$ cat src/rtl/dac_tx.sv
`timescale 1ns/1ps
// ----------------------------------------------------------------------------
// dac_tx
//
// Serial DAC transmitter for the filter output path. When the sample strobe
// arrives, the signed Q p.f filter output is clamped to the representable
// +/-1.0 window, turned into a 12-bit offset-binary code and shifted out
// MSB first as a 16-bit frame {4'b0000, code} to a DAC121S101-class device.
//
// Ports:
//   sclk      in   system clock, everything moves on its rising edge
//   rst       in   synchronous active-high reset, beats a coincident start
//   start     in   one-cycle sample strobe, yk valid in the same cycle
//   yk        in   signed sample, Q p.f, Width = 1+p+f bits
//   busy      out  frame in progress (shift or done phase)
//   done      out  one-cycle pulse when the frame has been sent
//   overrun   out  one-cycle pulse when a start arrived while busy
//   sat       out  last accepted sample was clamped
//   dac_sclk  out  serial clock to the DAC, idles high
//   dac_sync  out  active-low frame select
//   dac_din   out  serial data, MSB first, sampled by the DAC on falling sclk
// ----------------------------------------------------------------------------
module dac_tx #(
  parameter int p     = 8,
  parameter int f     = 14,
  parameter int Width = 1 + p + f,
  parameter int DIV   = 2
) (
  input  logic             sclk,
  input  logic             rst,
  input  logic             start,
  input  logic [Width-1:0] yk,
  output logic             busy,
  output logic             done,
  output logic             overrun,
  output logic             sat,
  output logic             dac_sclk,
  output logic             dac_sync,
  output logic             dac_din
);

  // Width of the phase counter that walks through one dac_sclk period.
  localparam int PhW = (2 * DIV > 1) ? $clog2(2 * DIV) : 1;
  localparam logic [PhW-1:0] HalfLast = PhW'(DIV - 1);
  localparam logic [PhW-1:0] FullLast = PhW'(2 * DIV - 1);

  // +1.0 and -1.0 expressed in the Q p.f input format.
  localparam logic signed [Width-1:0] PosLimit = Width'(2 ** f);
  localparam logic signed [Width-1:0] NegLimit = -PosLimit;

  typedef enum logic [1:0] {
    StIdle,
    StShift,
    StDone
  } state_t;

  state_t            state_q, state_d;
  logic [14:0]       shift_q, shift_d;
  logic [3:0]        bitCnt_q, bitCnt_d;
  logic [PhW-1:0]    phase_q, phase_d;
  logic              busy_q, busy_d;
  logic              done_q, done_d;
  logic              overrun_q, overrun_d;
  logic              sat_q, sat_d;
  logic              dacSclk_q, dacSclk_d;
  logic              dacSync_q, dacSync_d;
  logic              dacDin_q, dacDin_d;

  logic signed [Width-1:0] ykS;
  logic                    ykHigh;
  logic                    ykLow;
  logic [11:0]             code;
  logic [15:0]             frameNext;

  // Sample conversion. Inside the +/-1.0 window, an arithmetic shift by
  // (f-11) leaves an 11-bit-plus-sign value in [-2048, 2047]; adding 2048
  // modulo 4096 is the same as inverting its sign bit, so the code is just
  // the inverted sign bit (yk[f]) followed by yk[f-1:f-11]. Floor truncation
  // comes for free from dropping the low bits of a two's-complement number.
  always_comb begin
    ykS    = $signed(yk);
    ykHigh = (ykS >= PosLimit);
    ykLow  = (ykS < NegLimit);
    if (ykHigh) begin
      code = 12'hFFF;
    end else if (ykLow) begin
      code = 12'h000;
    end else begin
      code = {~yk[f], yk[f-1 -: 11]};
    end
    frameNext = {4'b0000, code};
  end

  // Frame sequencing. The shift register holds the bits still to be sent;
  // dac_din already carries the current bit, so the register's MSB is always
  // the next one. Every output is computed here as a next value and then
  // registered, so nothing combinational reaches the pins.
  always_comb begin
    state_d   = state_q;
    shift_d   = shift_q;
    bitCnt_d  = bitCnt_q;
    phase_d   = phase_q;
    busy_d    = busy_q;
    done_d    = 1'b0;
    overrun_d = 1'b0;
    sat_d     = sat_q;
    dacSclk_d = dacSclk_q;
    dacSync_d = dacSync_q;
    dacDin_d  = dacDin_q;

    case (state_q)
      StIdle: begin
        busy_d    = 1'b0;
        dacSync_d = 1'b1;
        dacSclk_d = 1'b1;
        dacDin_d  = 1'b0;
        if (start) begin
          state_d   = StShift;
          shift_d   = frameNext[14:0];
          sat_d     = ykHigh | ykLow;
          bitCnt_d  = 4'd15;
          phase_d   = '0;
          busy_d    = 1'b1;
          dacSync_d = 1'b0;
          dacDin_d  = frameNext[15];
        end
      end

      StShift: begin
        overrun_d = start;
        phase_d   = phase_q + PhW'(1);
        // End of the high half: drop dac_sclk so the DAC samples dac_din.
        if (phase_q == HalfLast) begin
          dacSclk_d = 1'b0;
        end
        // End of the low half: either present the next bit with a rising
        // dac_sclk, or close the frame after the last bit.
        if (phase_q == FullLast) begin
          phase_d   = '0;
          dacSclk_d = 1'b1;
          if (bitCnt_q == 4'd0) begin
            state_d   = StDone;
            dacSync_d = 1'b1;
            dacDin_d  = 1'b0;
            done_d    = 1'b1;
          end else begin
            bitCnt_d = bitCnt_q - 4'd1;
            dacDin_d = shift_q[14];
            shift_d  = {shift_q[13:0], 1'b0};
          end
        end
      end

      StDone: begin
        overrun_d = start;
        state_d   = StIdle;
        busy_d    = 1'b0;
        dacSync_d = 1'b1;
        dacSclk_d = 1'b1;
        dacDin_d  = 1'b0;
      end

      default: begin
        state_d   = StIdle;
        busy_d    = 1'b0;
        dacSync_d = 1'b1;
        dacSclk_d = 1'b1;
        dacDin_d  = 1'b0;
      end
    endcase
  end

  // State and output registers. Reset wins over everything, so a reset in
  // the middle of a frame raises dac_sync at once and the DAC throws away
  // the partial word; no done pulse is produced for it.
  always_ff @(posedge sclk) begin
    if (rst) begin
      state_q   <= StIdle;
      shift_q   <= '0;
      bitCnt_q  <= '0;
      phase_q   <= '0;
      busy_q    <= 1'b0;
      done_q    <= 1'b0;
      overrun_q <= 1'b0;
      sat_q     <= 1'b0;
      dacSclk_q <= 1'b1;
      dacSync_q <= 1'b1;
      dacDin_q  <= 1'b0;
    end else begin
      state_q   <= state_d;
      shift_q   <= shift_d;
      bitCnt_q  <= bitCnt_d;
      phase_q   <= phase_d;
      busy_q    <= busy_d;
      done_q    <= done_d;
      overrun_q <= overrun_d;
      sat_q     <= sat_d;
      dacSclk_q <= dacSclk_d;
      dacSync_q <= dacSync_d;
      dacDin_q  <= dacDin_d;
    end
  end

  assign busy     = busy_q;
  assign done     = done_q;
  assign overrun  = overrun_q;
  assign sat      = sat_q;
  assign dac_sclk = dacSclk_q;
  assign dac_sync = dacSync_q;
  assign dac_din  = dacDin_q;

endmodule

$ cat config.mk
export PLATFORM = sky130hd
export DESIGN_NAME = dac_tx
export DESIGN_NICKNAME = d
export VERILOG_FILES = /design/src/rtl/dac_tx.sv
export SDC_FILE = /design/constraint.sdc
export NUM_CORES = 1
export LEC_CHECK = 0
export ABC_AREA = 1
export CAP_MARGIN = 10
export CORE_MARGIN = 5
export CORE_UTILIZATION = 31
export CTS_CLUSTER_DIAMETER = 80
export DETAILED_ROUTE_END_ITERATION = 8
export GPL_TIMING_DRIVEN = 1
export PLACE_DENSITY = 0.59
export SLEW_MARGIN = 25
export SYNTH_ARGS = -nofsm -noshare
export SYNTH_HDL_FRONTEND = slang
export SYNTH_SLANG_ARGS = --single-unit
$ cat constraint.sdc
create_clock -name sclk -period 2.24 [get_ports sclk]
set_clock_uncertainty 0.15 [all_clocks]
set_input_delay 0.224 -clock sclk [delete_from_list [all_inputs] [get_ports sclk]]
set_output_delay 0.224 -clock sclk [all_outputs]
set_load 0.1 [all_outputs]
# Yosys cells after proc, flatten, opt, wreduce, memory -nomap -nowiden
# Index checks and enable logic that the tools add are counted.
# op_classes
addsub	2
n_lt_le_gt_ge	2
n_eq_ne	8
mux	25
n_bitwise	5
reduce_logical	13
# ops
op	count
15-bit 2-to-1 mux	3
15-bit case mux with 2 select lines	1
12-bit 2-to-1 mux	2
23-bit by 16-bit greater-or-equal comparator with 1-bit output (second input constant)	1
23-bit by 15-bit less-than comparator with 1-bit output (second input constant)	1
4-bit 2-to-1 mux	3
2-bit 2-to-1 mux	5
2-bit != test (second input constant)	4
2-bit case mux with 2 select lines	2
4-bit case mux with 2 select lines	1
1-bit 2-to-1 mux	6
2-bit AND reduction	3
2-bit OR reduction	3
3-bit OR reduction	2
2-bit by 1-bit equality test with 1-bit output (second input constant)	2
2-bit equality test (second input constant)	2
4-bit zero test	1
1-bit inverter	4
1-bit case mux with 2 select lines	2
4-bit AND reduction	1
4-bit by 1-bit subtractor with 4-bit output (second input constant)	1
3-bit AND reduction	1
2-bit by 1-bit adder with 2-bit output (second input constant)	1
2-bit zero test	1
2 further kinds	2
# totals
register_bits	30
inputBits	26
output_inout_bits	7
elab_cells	66

# Depth between registers and ports, before layout
# logic_depth
depth_word	5
depth_mapped	11
depth_no_buf	10

# Worst setup path before layout
# Ideal clock, no wire load.
# synth_path
path_kind	reg-to-reg
from	register sat (netlist name)
to	register sat_q (netlist: sat)
setup_ps	75
t_arrival_ps	1266
required_ps	2015
path_slack_ps	749
stages_incl_launch_ff	3
path_buffers	0
period_less_slack_ps	1491
cell_sequence	dfxtp_1 o21ai_0 a31oi_1
# synth_lines
item	line	text
to (signal assigned)	197	sat_q <= sat_d;
to (decl)	64	logic sat_q, sat_d;

# Final worst setup path
# layout_path
from	register state_q[1]
to	register dacDin_q (netlist: dac_din)
# layout_between
elab_chain_len	3
# layout_lines
item	line	text
from (decl)	57	state_t state_q, state_d;
from (signal assigned)	178	state_q <= StIdle;
from (signal assigned)	190	state_q <= state_d;
2-bit by 1-bit equality test with 1-bit output	111	case (state_q)
1-bit inverter (no line)	n/a	
2-bit OR reduction (no line)	n/a	
to (signal assigned)	200	dacDin_q <= dacDin_d;
to (decl)	67	logic dacDin_q, dacDin_d;
# No other way between the ends.
# A chain may end at the register's enable or synchronous reset.

==> flow_summary.ini <==
[outcome]
outcome = finished, final reports clean

[route]
ant_nets = 0
viasPerCell = 4.22
dr.pass1.iters = 4
avgRoutedWirePerCell_microns = 9.56
drt_first_iter_violations = 49
wirelength_mm = 3.22
drc = 0
vias = 1423

[logic_synthesis]
synth_fp_nets = 266
netlist_instances = 235
synthTopCellsByCount = 90 x nand2_1, 32 x nor2_1, 30 x dfxtp_1
yosys.area.top_type_share = 0.379
yosys.area_share.adder = 0.0395
synth_edf_count = 0
synth_most_common_cell = nand2_1
synth_compound_area_frac = 0.0766
avgSynthCellArea_sq_um = 6.75
synth-simple-area-share = 0.410
yosys-top-cells-area = dfxtp_1 38%, nand2_1 21%, nor2_1 7.6%
ys_seq_area_frac = 0.379
synth.mux.area_fraction = 0
synth-xor-area-share = 0
async_flop_share = 0
synth_seq_cells = 30
yosys.cell_types.count = 28
synth.cell_area_sq_mm = 0.00159
synth_top_cell_by_area = dfxtp_1
synth_top_family_by_area = simple AND/OR/NAND/NOR gates
dominantRegCellSynth = dfxtp_1
ys_warn_count = 0

[cts]
cts_setup_buffers = 0
cts_sinks = 30
cts.path.max_buffers = 2
numCtsBuffers = 5
ctsHtreeMaxLevel = 2
insertion_delay_ps = 280
path_clk_slew_ps = 60
hold_buffers = 0
cts_tree = done
cts_resized = 0
cts-root-buf = clkbuf_8

[hold_path]
hold_end = shift_q[6]$_SDFFE_PP0P_
hold_path_class = reg -> reg
whs_path_depth = 2
min_from = shift_q[6]$_SDFFE_PP0P_

[finish]
n_antenna_cell = 0
fill_cells = 562
final_area_sq_mm = 0.00198
nets = 298
drive_gt1_frac = 0.124
area_growth_pct = 24.9

[die]
dieArea_sq_mm = 0.00664
initial_core_util = 0.314
die_h_microns = 81.5
core_sq_mm = 0.00504
fp-row-count = 26
die_w_microns = 81.5
io_pins = 33

[grt]
grt_pass1_vias = 1260
grt_overflow = 0
use_met3 = 0.0362
antenna_found_initial = 0
grt_use_met1 = 0.137
use_met2 = 0.166
grt_pass1_wl_mm = 5.48
grt_util_all_layers = 0.108
grt.busiest_layer = met2
grt_max_degree = 18

[setup_path]
critical_path_required_ps = 2300
path_cells = inv_1 > ha_1 > inv_2 > nor2_1 > o21ai_0 > a21oi_1
critPathLaunch = state_q[1]$_SDFFE_PP0P_
critPathBufInv = 2
crit_path_max_incr_delay_ps = 400
reg2reg_to = dac_din$_SDFFE_PP0P_
criticalPathCategory = reg -> reg
cp_slowest_cell = ha_1
worstPathMaxFanout = 10
r2r_cells = 6
critPathTopFamily = adder cells
cp-start-kind = register
endpoint_kind = register
r2r_start = state_q[1]$_SDFFE_PP0P_
arrival_ps = 1780
r2r_slack_ps = 520

[sta]
hold_viol_final = 0
worst_slew_pin_slew_ps = 394
fin_crit_sh = 0.770
drv_slew = 0
tns_ps = 0
fmax_mhz = 580
maxSlewHeadroom = 0.738
setup_viol = 0
fin_crit_ps = 1720
grt_setup_unrepaired = no

[pwr]
p_leak_nw = 0.934
ir_worst_vdd_uv = 255
power.density_mw_per_mm2 = 811

[placed_design]
gp_congestion = 0.705
hpwl_mm = 2.44
io_buffers = 29
place_area_sq_mm = 0.00190

[run]
maxCapViolCount = 0
[flip-flops by register name, indices dropped and copies added (netlist names), 2 cells and up]
signal	count
bitCnt_q	4
phase_q	2
state_q	2
shift_q	15
[cells in the final DEF, fill, tap and decap left out, types with 2 or more instances in the layout]
master | Yosys | routed
inv_2 | 7 | 7
inv_1 | 16 | 16
clkdlybuf4s50_1 | 0 | 22
clkbuf_8 | 0 | 5
o21ai_0 | 6 | 6
ha_1 | 5 | 5
nand2_2 | 4 | 4
dfxtp_1 | 30 | 30
buf_4 | 1 | 9
nand3_1 | 11 | 11
nand2_1 | 90 | 90
clkbuf_1 | 0 | 2
a21oi_1 | 10 | 10
a21boi_1 | 3 | 3
nand2_4 | 2 | 2
nor2_1 | 32 | 32
[worst min-delay path: stages (launching register included)]
cell and delay [ps]:
dfxtp_1 310, nand2_1 60, nand2_1 40
[cell families after synthesis]
logic type | after synthesis
simple gates | 148
fa+ha+maj | 5
buf+inv | 30
flops | 30
compound gates | 22
[cell type report]
type                       count  area [sq um]  share of cell area
clock buffer                   7          76.3              0.0386
inverter                      24          92.6              0.0468
multi-input combinational    175           835               0.422
sequential                    30           601               0.303
tap                           70          87.6              0.0442
timing repair buffer          31           288               0.145
[power by group]
group          switching, mW  total [mW]  internal (mW)
combinational          0.342       0.535          0.193
sequential            0.0463       0.675          0.628
clock                  0.184       0.397          0.213
[worst max path at each step]
| stage | end | slack, ps | depth (start not counted) |
|---|---|---|---|
| floorplan | sat$_SDFFE_PP0P_ | 750 | 2 |
| global placement | shift_q[2]$_SDFFE_PP0P_ | 410 | 8 |
| detailed placement | shift_q[2]$_SDFFE_PP0P_ | 420 | 8 |
| CTS | dac_din$_SDFFE_PP0P_ | 470 | 6 |
| global route | dac_din$_SDFFE_PP0P_ | 330 | 6 |
| finish | dac_din$_SDFFE_PP0P_ | 520 | 6 |
[per-layer routing]
metal / part of all wire / routed length [microns]
met5: 0 / 0
met4: 0.024 / 76
met3: 0.046 / 147
met2: 0.44 / 1430
met1: 0.49 / 1570
[through the flow]
stage | utilization | setup WS, ps | power (mW) | hold WS, ps | cells
after floorplan | - | 749 | 1.11 | 188 | 235
after global placement | 0.377 | 410 | 1.22 | 288 | 330
after detailed placement | 0.377 | 420 | 1.23 | 290 | 330
after CTS | 0.393 | 473 | 1.63 | 301 | 337
after global routing | 0.393 | 329 | 1.73 | 336 | 337
final | 0.393 | 516 | 1.61 | 299 | 337
No activity file was read; power rests on OpenSTA's default activity.
